==> config.mk <==
export PLATFORM = sky130hd
export DESIGN_NAME = sfu_scheduler
export DESIGN_NICKNAME = d
export VERILOG_FILES = /design/src/rtl/sfu_pkg.sv /design/src/rtl/rr_arbiter.sv /design/src/rtl/sfu_scheduler.sv
export SDC_FILE = /design/constraint.sdc
export NUM_CORES = 1
export LEC_CHECK = 0
export BUFFER_PORTS_ARGS = -buffer_cell sky130_fd_sc_hd__buf_2
export CAP_MARGIN = 40
export CORE_ASPECT_RATIO = 1.25
export CORE_UTILIZATION = 50
export DETAILED_ROUTE_END_ITERATION = 8
export PLACE_DENSITY = 0.84
export SLEW_MARGIN = 20
export SYNTH_ARGS = -nofsm -noshare
export SYNTH_HDL_FRONTEND = slang
export SYNTH_SLANG_ARGS = --single-unit
==> constraint.sdc <==
create_clock -name clk -period 8.8 [get_ports clk]
set_clock_uncertainty 0.05 [all_clocks]
set_input_delay 2.64 -clock clk [delete_from_list [all_inputs] [get_ports clk]]
set_output_delay 2.64 -clock clk [all_outputs]
set_load 0.01 [all_outputs]
==> src/rtl/sfu_pkg.sv <==
// sfu_pkg: FSM state encoding and SFU op-select encodings shared with the SFU controller
package sfu_pkg;
  typedef enum logic [1:0] {IDLE = 2'd0, ISSUE = 2'd1, WAIT = 2'd2, RESP = 2'd3} state_t;
  localparam int SFU_OP_W = 3;
  localparam logic [SFU_OP_W-1:0] OP_RCP = 3'd0;
  localparam logic [SFU_OP_W-1:0] OP_RSQ = 3'd1;
  localparam logic [SFU_OP_W-1:0] OP_EX2 = 3'd2;
  localparam logic [SFU_OP_W-1:0] OP_LG2 = 3'd3;
  localparam logic [SFU_OP_W-1:0] OP_SIN = 3'd4;
  localparam logic [SFU_OP_W-1:0] OP_COS = 3'd5;
endpackage

==> src/rtl/rr_arbiter.sv <==
// rr_arbiter: combinational rotating-priority picker
//   req : request vector
//   ptr : index with highest priority this cycle
//   gnt : one-hot grant (zero when no request)
//   idx : encoded grant index
//   any : at least one request pending
module rr_arbiter #(
  parameter int N    = 4,
  parameter int ID_W = 2
) (
  input  logic [N-1:0]    req,
  input  logic [ID_W-1:0] ptr,
  output logic [N-1:0]    gnt,
  output logic [ID_W-1:0] idx,
  output logic            any
);
  assign any = |req;
  // Scan from the farthest offset down so the nearest request to ptr is written last and wins.
  always_comb begin
    gnt = '0;
    idx = '0;
    for (int i = N - 1; i >= 0; i--) begin
      if (req[(int'(ptr) + i) % N]) begin
        gnt = '0;
        gnt[(int'(ptr) + i) % N] = 1'b1;
        idx = ID_W'((int'(ptr) + i) % N);
      end
    end
  end
endmodule

==> src/rtl/sfu_scheduler.sv <==
// sfu_scheduler: round-robin sharing of one SFU between NUM_REQ requesters
//   req_*  : per-requester valid/ready with packed operand and op-select slices
//   sfu_*  : issue handshake to the SFU, single-cycle done pulse with result
//   rsp_*  : response to the originating requester, err flags a WAIT timeout
//   busy_o : an operation is in flight
module sfu_scheduler
  import sfu_pkg::*;
#(
  parameter int NUM_REQ = 4,
  parameter int DATA_W  = 32,
  parameter int OP_W    = SFU_OP_W,
  parameter int TIMEOUT = 64,
  parameter int ID_W    = 2
) (
  input  logic                      clk,
  input  logic                      rst,
  input  logic [NUM_REQ-1:0]        req_valid_i,
  output logic [NUM_REQ-1:0]        req_ready_o,
  input  logic [NUM_REQ*DATA_W-1:0] req_data_i,
  input  logic [NUM_REQ*OP_W-1:0]   req_selop_i,
  output logic                      sfu_valid_o,
  input  logic                      sfu_ready_i,
  output logic [DATA_W-1:0]         sfu_data_o,
  output logic [OP_W-1:0]           sfu_selop_o,
  input  logic                      sfu_done_i,
  input  logic [DATA_W-1:0]         sfu_result_i,
  output logic                      rsp_valid_o,
  input  logic                      rsp_ready_i,
  output logic [ID_W-1:0]           rsp_id_o,
  output logic [DATA_W-1:0]         rsp_data_o,
  output logic                      rsp_err_o,
  output logic                      busy_o
);
  localparam int CNT_W = $clog2(TIMEOUT) + 1;
  state_t            state;
  logic [ID_W-1:0]   rr_ptr;
  logic [ID_W-1:0]   gnt_idx;
  logic [NUM_REQ-1:0] gnt;
  logic              any;
  logic [CNT_W-1:0]  cnt;
  rr_arbiter #(.N(NUM_REQ), .ID_W(ID_W)) u_arb (
    .req(req_valid_i),
    .ptr(rr_ptr),
    .gnt(gnt),
    .idx(gnt_idx),
    .any(any)
  );
  // Gated by reset as well so no requester sees an accept while the block is held in reset.
  assign req_ready_o = (state == IDLE && rst) ? gnt : '0;
  always_ff @(posedge clk or negedge rst) begin
    if (!rst) begin
      state       <= IDLE;
      rr_ptr      <= '0;
      cnt         <= '0;
      sfu_valid_o <= 1'b0;
      sfu_data_o  <= '0;
      sfu_selop_o <= '0;
      rsp_valid_o <= 1'b0;
      rsp_id_o    <= '0;
      rsp_data_o  <= '0;
      rsp_err_o   <= 1'b0;
      busy_o      <= 1'b0;
    end else begin
      case (state)
        IDLE: if (any) begin
          state       <= ISSUE;
          sfu_valid_o <= 1'b1;
          busy_o      <= 1'b1;
          sfu_data_o  <= req_data_i[gnt_idx*DATA_W +: DATA_W];
          sfu_selop_o <= req_selop_i[gnt_idx*OP_W +: OP_W];
          rsp_id_o    <= gnt_idx;
        end
        ISSUE: if (sfu_ready_i) begin
          state       <= WAIT;
          sfu_valid_o <= 1'b0;
          cnt         <= '0;
        end
        // A done pulse on the last counted cycle still returns the real result.
        WAIT: if (sfu_done_i || cnt == CNT_W'(TIMEOUT - 1)) begin
          state       <= RESP;
          rsp_valid_o <= 1'b1;
          rsp_data_o  <= sfu_done_i ? sfu_result_i : '0;
          rsp_err_o   <= !sfu_done_i;
        end else begin
          cnt <= cnt + CNT_W'(1);
        end
        RESP: if (rsp_ready_i) begin
          state       <= IDLE;
          rsp_valid_o <= 1'b0;
          busy_o      <= 1'b0;
          rr_ptr      <= (rsp_id_o == ID_W'(NUM_REQ - 1)) ? '0 : rsp_id_o + ID_W'(1);
        end
      endcase
    end
  end
endmodule

==> results of run 1 <==
-- placed cells by master, fill, tap and decap left out, types with 3 or more instances in the layout --
cell type / instances
o21ai_0: 12
o221ai_1: 29
o21a_1: 21
a22oi_1: 4
nand3_1: 8
a221o_1: 21
dfrtp_1: 83
mux2i_1: 17
buf_8: 4
and2_1: 4
nor3_1: 22
buf_4: 12
a211oi_1: 3
clkinvlp_4: 3
nor2_1: 58
a31oi_1: 43
buf_2: 256
clkbuf_16: 9
nand2b_1: 7
mux4_2: 4
ha_1: 14
o22ai_1: 12
a22o_1: 33
nand4_1: 3
mux2_2: 7
a21oi_1: 31
inv_1: 9
nand2_1: 77
a221oi_1: 42
-- area by class of cell --
cell class / instances / area [um^2]
sequential: 84 / 2100
clock buffer: 10 / 239
clock inverter: 6 / 45.0
timing repair buffer: 274 / 1490
fill: 947 / 3770
tap: 135 / 169
multi-input combinational: 501 / 3400
inverter: 9 / 33.8
-- state kept, by name (all words and copies together) (netlist names), 2 cells and up --
signal       count
sfu_data_o      32
sfu_selop_o      3
state            2
cnt              7
rsp_id_o         2
rsp_data_o      32
rr_ptr           2
-- where the power goes --
| group | internal [W] | total [W] | switching (W) |
|---|---|---|---|
| registers | 0.000566 | 0.000678 | 0.000112 |
| logic | 0.000721 | 0.00181 | 0.00109 |
| clock network | 0.000201 | 0.000366 | 0.000166 |
| total | 0.00149 | 0.00285 | 0.00136 |
-- routing by layer --
layer | routed length (um) | vias up | GRT usage [%]
met2 | 9200 | 396 | 53.8
met4 | 361 | 0 | 10.7
met5 | 0 | - | 0
met1 | 7690 | 3033 | 39.5
li1 | - | 3017 | -
met3 | 1630 | 36 | 4.92
-- metrics by stage --
step / utilization [%] / hold WS [ps]
final: 66.5 / 440
after global routing: 66.5 / 450
after CTS: 66.2 / 441
after detailed placement: 63.7 / 421
after global placement: 62.9 / 416
after floorplan: - / 422
-- worst min-delay path, cell delays in order, from the launching register on --
cell and delay (ps):
dfrtp_1 340, nand2_1 50, o221ai_1 60
-- worst min-delay path by stage --
stage / slack (ps) / to / from
after floorplan: 420 / cnt[6]$_DFFE_PN0P_ / cnt[6]$_DFFE_PN0P_
after global placement: 420 / sfu_data_o[29]$_DFFE_PN0P_ / sfu_data_o[29]$_DFFE_PN0P_
after detailed placement: 420 / sfu_data_o[19]$_DFFE_PN0P_ / sfu_data_o[19]$_DFFE_PN0P_
after CTS: 440 / sfu_data_o[15]$_DFFE_PN0P_ / sfu_data_o[15]$_DFFE_PN0P_
after global routing: 450 / sfu_data_o[15]$_DFFE_PN0P_ / sfu_data_o[15]$_DFFE_PN0P_
final: 440 / sfu_data_o[15]$_DFFE_PN0P_ / sfu_data_o[15]$_DFFE_PN0P_
-- cell families after synthesis --
logic type,synth area share [%]
AOI/OAI and AO/OA,34.2
and+or+nand+nor,14.7
DFF,35.9
buffers and inverters,6.23
muxes,5.80
adders and majority gates,3.00
xor gates and xnor gates,0.150
==> flow_summary.ini, run 1 <==
[status]
run_status = complete, no violations

[timing]
achievable-frequency_mhz = 143
worst_slew_margin_rel_pct = 37.8
layout_setup_ws_ps = 1790
fin_setup_tns_ps = 0
hold_viol_final = 0
timing_worst_slew_pin_value_ps = 927
finalCritPeriodShare_pct = 79.6
final_period_minus_worst_setup_slack_ps = 7010
slew_violations = 0
rsz0062_at_grt = no
final_report_setup_violation_count = 0

[critical_path]
critical_path_cell_count = 8
critPathBufInv = 2
timing.critical_path.slowest_stage_cell = mux4_2
worstSetupStartpointType = primary input
worst_path_largest_cell_delay_ps = 560
data_arrival_time_of_the_worst_path_ps = 4320
r2r_start = rr_ptr[0]$_DFFE_PN0P_
r2r-end = sfu_data_o[8]$_DFFE_PN0P_
rr_worst_depth = 10
worstPathMaxFanout = 8
origin_of_the_worst_setup_path = req_valid_i[2]
critical-path-top-delay-family = multiplexers
critPathKind = primary input to output port
worst_setup_path_end_kind = output port
timing.critical_path.to = req_ready_o[0]
r2r_slack_ps = 4770
chain_of_cells_forming_the_critical_path = buf_2 > mux4_2 > nor2b_4 > a22oi_1 > nor2_1 > a21oi_1 > o21ai_0 > buf_2
required_ps = 6110
worst_path_most_repeated_cell = buf_2

[yosys]
ys.warnings.count = 0
synth_enable_flop_cells = 0
share_of_async_settable_or_async_resettable_flops_after_synthesis_pct = 100
yosys.cell_count.top_type = dfrtp_1
synth.lib_cells_used.distinct = 50
ys_seq_elements = 84
syn_nets = 857
synthTopCellsByArea = dfrtp_1 (36%), a221oi_1 (6.3%), a22o_1 (4.9%)
synth_area_per_cell_um2 = 8.83
syn-cell-area_um2 = 5850
synth_top_cell_area_share_pct = 35.9
synth_top_cell_by_area = dfrtp_1
synthCells = 662
ys_seq_area_share_pct = 35.9
synth_commonest_cells = dfrtp_1 (84), nand2_1 (77), nor2_1 (58)
synth-main-ff-cell = dfrtp_1

[detailed_routing]
drt_pre_antenna_iters = 5
totalWireLength_mm = 18.9
postRouteAntennaNets = 0
remaining_drc_errors = 0
detail_route.vias_per_cell = 6.36
detail_route.iter0.violations = 506
avgRoutedWirePerCell_um = 18.5
num_vias = 6482

[floorplanning]
floorplan.die_area_um2 = 12100
start_util_pct = 52.0
die_h_um = 123
placement_rows = 43
core_box_area_um2 = 11200
chipWidth_um = 98.7
ioPinCount = 258

[grt]
total_global_routing_track_utilization_pct = 31.0
grt_first_pass_wirelength_mm = 30.0
antenna_found_initial = 0
grt_pass1_vias = 6178
overflow_after_grt = 0
grt_max_degree = 86

[layout]
finish.instance_area_um2 = 7470
num-nets-final = 1074
insertedDiodeCount = 0
final_layout_size_suffix_gt1_share_pct = 35.0
area_delta_synth_final_pct = 27.8
stdcell_count = 1019

[cts]
htree_levels = 3
number_of_clock_sinks_seen_by_cts = 84
hold_buffers = 0
cts.clk_slew.worst_paths_ps = 60
cts_setup_buffers = 0
clock_path_buffers = 2
cts_tree = built
cell_at_the_root_of_the_clock_tree = clkbuf_16
cts_repair_resize_count = 0
clk-insertion-delay-late_ps = 340
tritoncts.num_buffers = 9

[power]
fin_total_pwr_w = 0.00285
cellLeakagePower_nw = 3.44
power.density_cell_area_nw_per_um2 = 381
worst_ir_drop_vdd_uv = 238

[placement]
buffer_ports.inserted = 257
setup_slack_at_placement_ps = 1780
placed_insts = 1002
placedInstanceArea_um2 = 7160
gp_routability_congestion = 0.828
detailedPlacementHpwl_mm = 12.8

[flow_run]
cap_violations = 0

[min_path]
hold_path_class = flop to flop
holdPathStages = 2
(Power assumes the default switching activity.)
==> inputs of run 2 (changes only) <==
--- a/config.mk
+++ b/config.mk
@@ -8,9 +8,9 @@
 export BUFFER_PORTS_ARGS = -buffer_cell sky130_fd_sc_hd__buf_2
 export CAP_MARGIN = 40
 export CORE_ASPECT_RATIO = 1.25
-export CORE_UTILIZATION = 50
+export CORE_UTILIZATION = 49
 export DETAILED_ROUTE_END_ITERATION = 8
-export PLACE_DENSITY = 0.84
+export PLACE_DENSITY = 0.82
 export SLEW_MARGIN = 20
 export SYNTH_ARGS = -nofsm -noshare
 export SYNTH_HDL_FRONTEND = slang
==> constraint.sdc (replaced) <==
create_clock -name clk -period 6.7 [get_ports clk]
set_clock_uncertainty 0.05 [all_clocks]
set_input_delay 2.01 -clock clk [delete_from_list [all_inputs] [get_ports clk]]
set_output_delay 2.01 -clock clk [all_outputs]
set_load 0.01 [all_outputs]
==> run 2 against run 1 <==
  * First-iteration DRC count decreased by 36%
  * Sequential share of layout area is 0.28 points lower
  * Utilization decreased by 1.5 points
  * Via count shrank 0.42%
  * Critical path depth did not move
  * Non-clock buffer count rose by 1
  * Routed wire length up 1.2%
  * Global-route usage is 0.73 points lower
==> flow_summary.ini, run 2 (synthesis gave the netlist of run 1 again) <==
[detailed_routing]
postRouteAntennaNets = 0
avgRoutedWirePerCell_um = 18.3
detail_route.vias_per_cell = 6.17
num_vias = 6455
totalWireLength_mm = 19.1
detail_route.iter0.violations = 326
drt_pre_antenna_iters = 5
remaining_drc_errors = 0

[critical_path]
critPathKind = primary input to output port
worstSetupStartpointType = primary input
worst_path_most_repeated_cell = buf_2
worst_path_largest_cell_delay_ps = 570
worst_setup_path_end_kind = output port
timing.critical_path.slowest_stage_cell = mux4_2
required_ps = 4640
chain_of_cells_forming_the_critical_path = buf_2 > mux4_2 > nor2b_4 > a22oi_1 > nor2_1 > a21oi_1 > o21ai_0 > buf_2
worstPathMaxFanout = 8
data_arrival_time_of_the_worst_path_ps = 3590

[cts]
number_of_clock_sinks_seen_by_cts = 84
hold_buffers = 0
tritoncts.num_buffers = 9
cts.clk_slew.worst_paths_ps = 70
clock_path_buffers = 2
cts_setup_buffers = 0
clk-insertion-delay-late_ps = 340
cts_repair_resize_count = 0
htree_levels = 3
cts_tree = built
cell_at_the_root_of_the_clock_tree = clkbuf_16

[floorplanning]
floorplan.die_area_um2 = 12400
chipWidth_um = 99.7
core_box_area_um2 = 11600
placement_rows = 44
start_util_pct = 50.3
die_h_um = 124
ioPinCount = 258

[placement]
detailedPlacementHpwl_mm = 12.8
placed_insts = 1028
buffer_ports.inserted = 257
placedInstanceArea_um2 = 7180
gp_routability_congestion = 0.814

[layout]
layout_commonest_cell = buf_2
finish.instance_area_um2 = 7550
fillCellCount = 1007
final_layout_size_suffix_gt1_share_pct = 35.0
num-nets-final = 1075
largestRegisters = rsp_data_o x32, sfu_data_o x32, cnt x7
layout.cells.most_common_list = buf_2 (256), dfrtp_1 (83), nand2_1 (77), nor2_1 (58), a31oi_1 (43)
stdcell_count = 1046
area_delta_synth_final_pct = 29.1
insertedDiodeCount = 0

[timing]
hold_viol_final = 0
final_report_setup_violation_count = 0
worst_slew_margin_rel_pct = 53.7
final.hold.worst_slack_ps = 442
fin_setup_tns_ps = 0
slew_violations = 0
finalCritPeriodShare_pct = 84.3
final_period_minus_worst_setup_slack_ps = 5650
rsz0062_at_grt = no
timing_worst_slew_pin_value_ps = 691
achievable-frequency_mhz = 177

[grt]
overflow_after_grt = 0
grt_pass1_vias = 6001
total_global_routing_track_utilization_pct = 30.3
grt_max_degree = 65
antenna_found_initial = 0
grt_first_pass_wirelength_mm = 29.4

[status]
run_status = complete, no violations

[power]
cellLeakagePower_nw = 3.47
worst_ir_drop_vdd_uv = 368
power.density_cell_area_nw_per_um2 = 510

[flow_run]
cap_violations = 0

[min_path]
hold_path_class = flop to flop
run 2: worst max-delay path, delay by kind of cell:
family                 cells  cell delay [ps]
AO/OA/AOI/OAI              3              320
buffers and inverters      2              310
multiplexers               1              570
AND/OR/NAND/NOR            2              360
run 2: worst paths after layout:
path                       slack, ps  cells after the start                    endpoint                        from
min                              440                      2  sfu_data_o[20]$_DFFE_PN0P_  sfu_data_o[20]$_DFFE_PN0P_
min reg2reg                      440                      2  sfu_data_o[20]$_DFFE_PN0P_  sfu_data_o[20]$_DFFE_PN0P_
max reg2reg                     3110                     10  sfu_data_o[29]$_DFFE_PN0P_       rr_ptr[1]$_DFFE_PN0P_
max                             1050                      8              req_ready_o[1]              req_valid_i[1]
max in group asynchronous       3940                      2       rr_ptr[0]$_DFFE_PN0P_                         rst
min in group asynchronous       1560                      1  sfu_data_o[16]$_DFFE_PN0P_                         rst
run 2: where the power goes:
group	switching [W]	internal, W	leakage [nW]
clock	0.000224	0.000341	0.165
sequential	0.000150	0.000744	1.01
combinational	0.00143	0.000953	2.30
total	0.00181	0.00204	3.47
run 2: final cells by class:
cell class                      instances  area [um^2]  area share, %
Clock buffer                           10          239           3.17
Sequential cell                        84         2100           27.9
Clock inverter                          6         93.8           1.24
Timing Repair Buffer                  275         1480           19.6
Multi-Input combinational cell        501         3400           45.0
Inverter                                9         33.8          0.448
Tap cell                              161          201           2.67
run 2: layer usage:
metal / wire (um) / vias up / track usage (%) / part of all wire, %
li1: - / 3016 / - / -
met3: 1740 / 33 / 6.51 / 9.1
met4: 427 / 0 / 13.2 / 2.2
met1: 7590 / 3061 / 36.5 / 40
met5: 0 / - / 0 / 0
met2: 9370 / 345 / 52.2 / 49
run 2: through the flow:
stage          utilization, %  setup WS, ps  total power [W]
3_3_place_gp             61.3          1120          0.00317
5_1_grt                  65.0           950          0.00412
2_1_floorplan               -          1380          0.00260
6_report                 65.0          1050          0.00385
3_5_place_dp             61.8          1080          0.00324
4_1_cts                  64.7          1050          0.00382
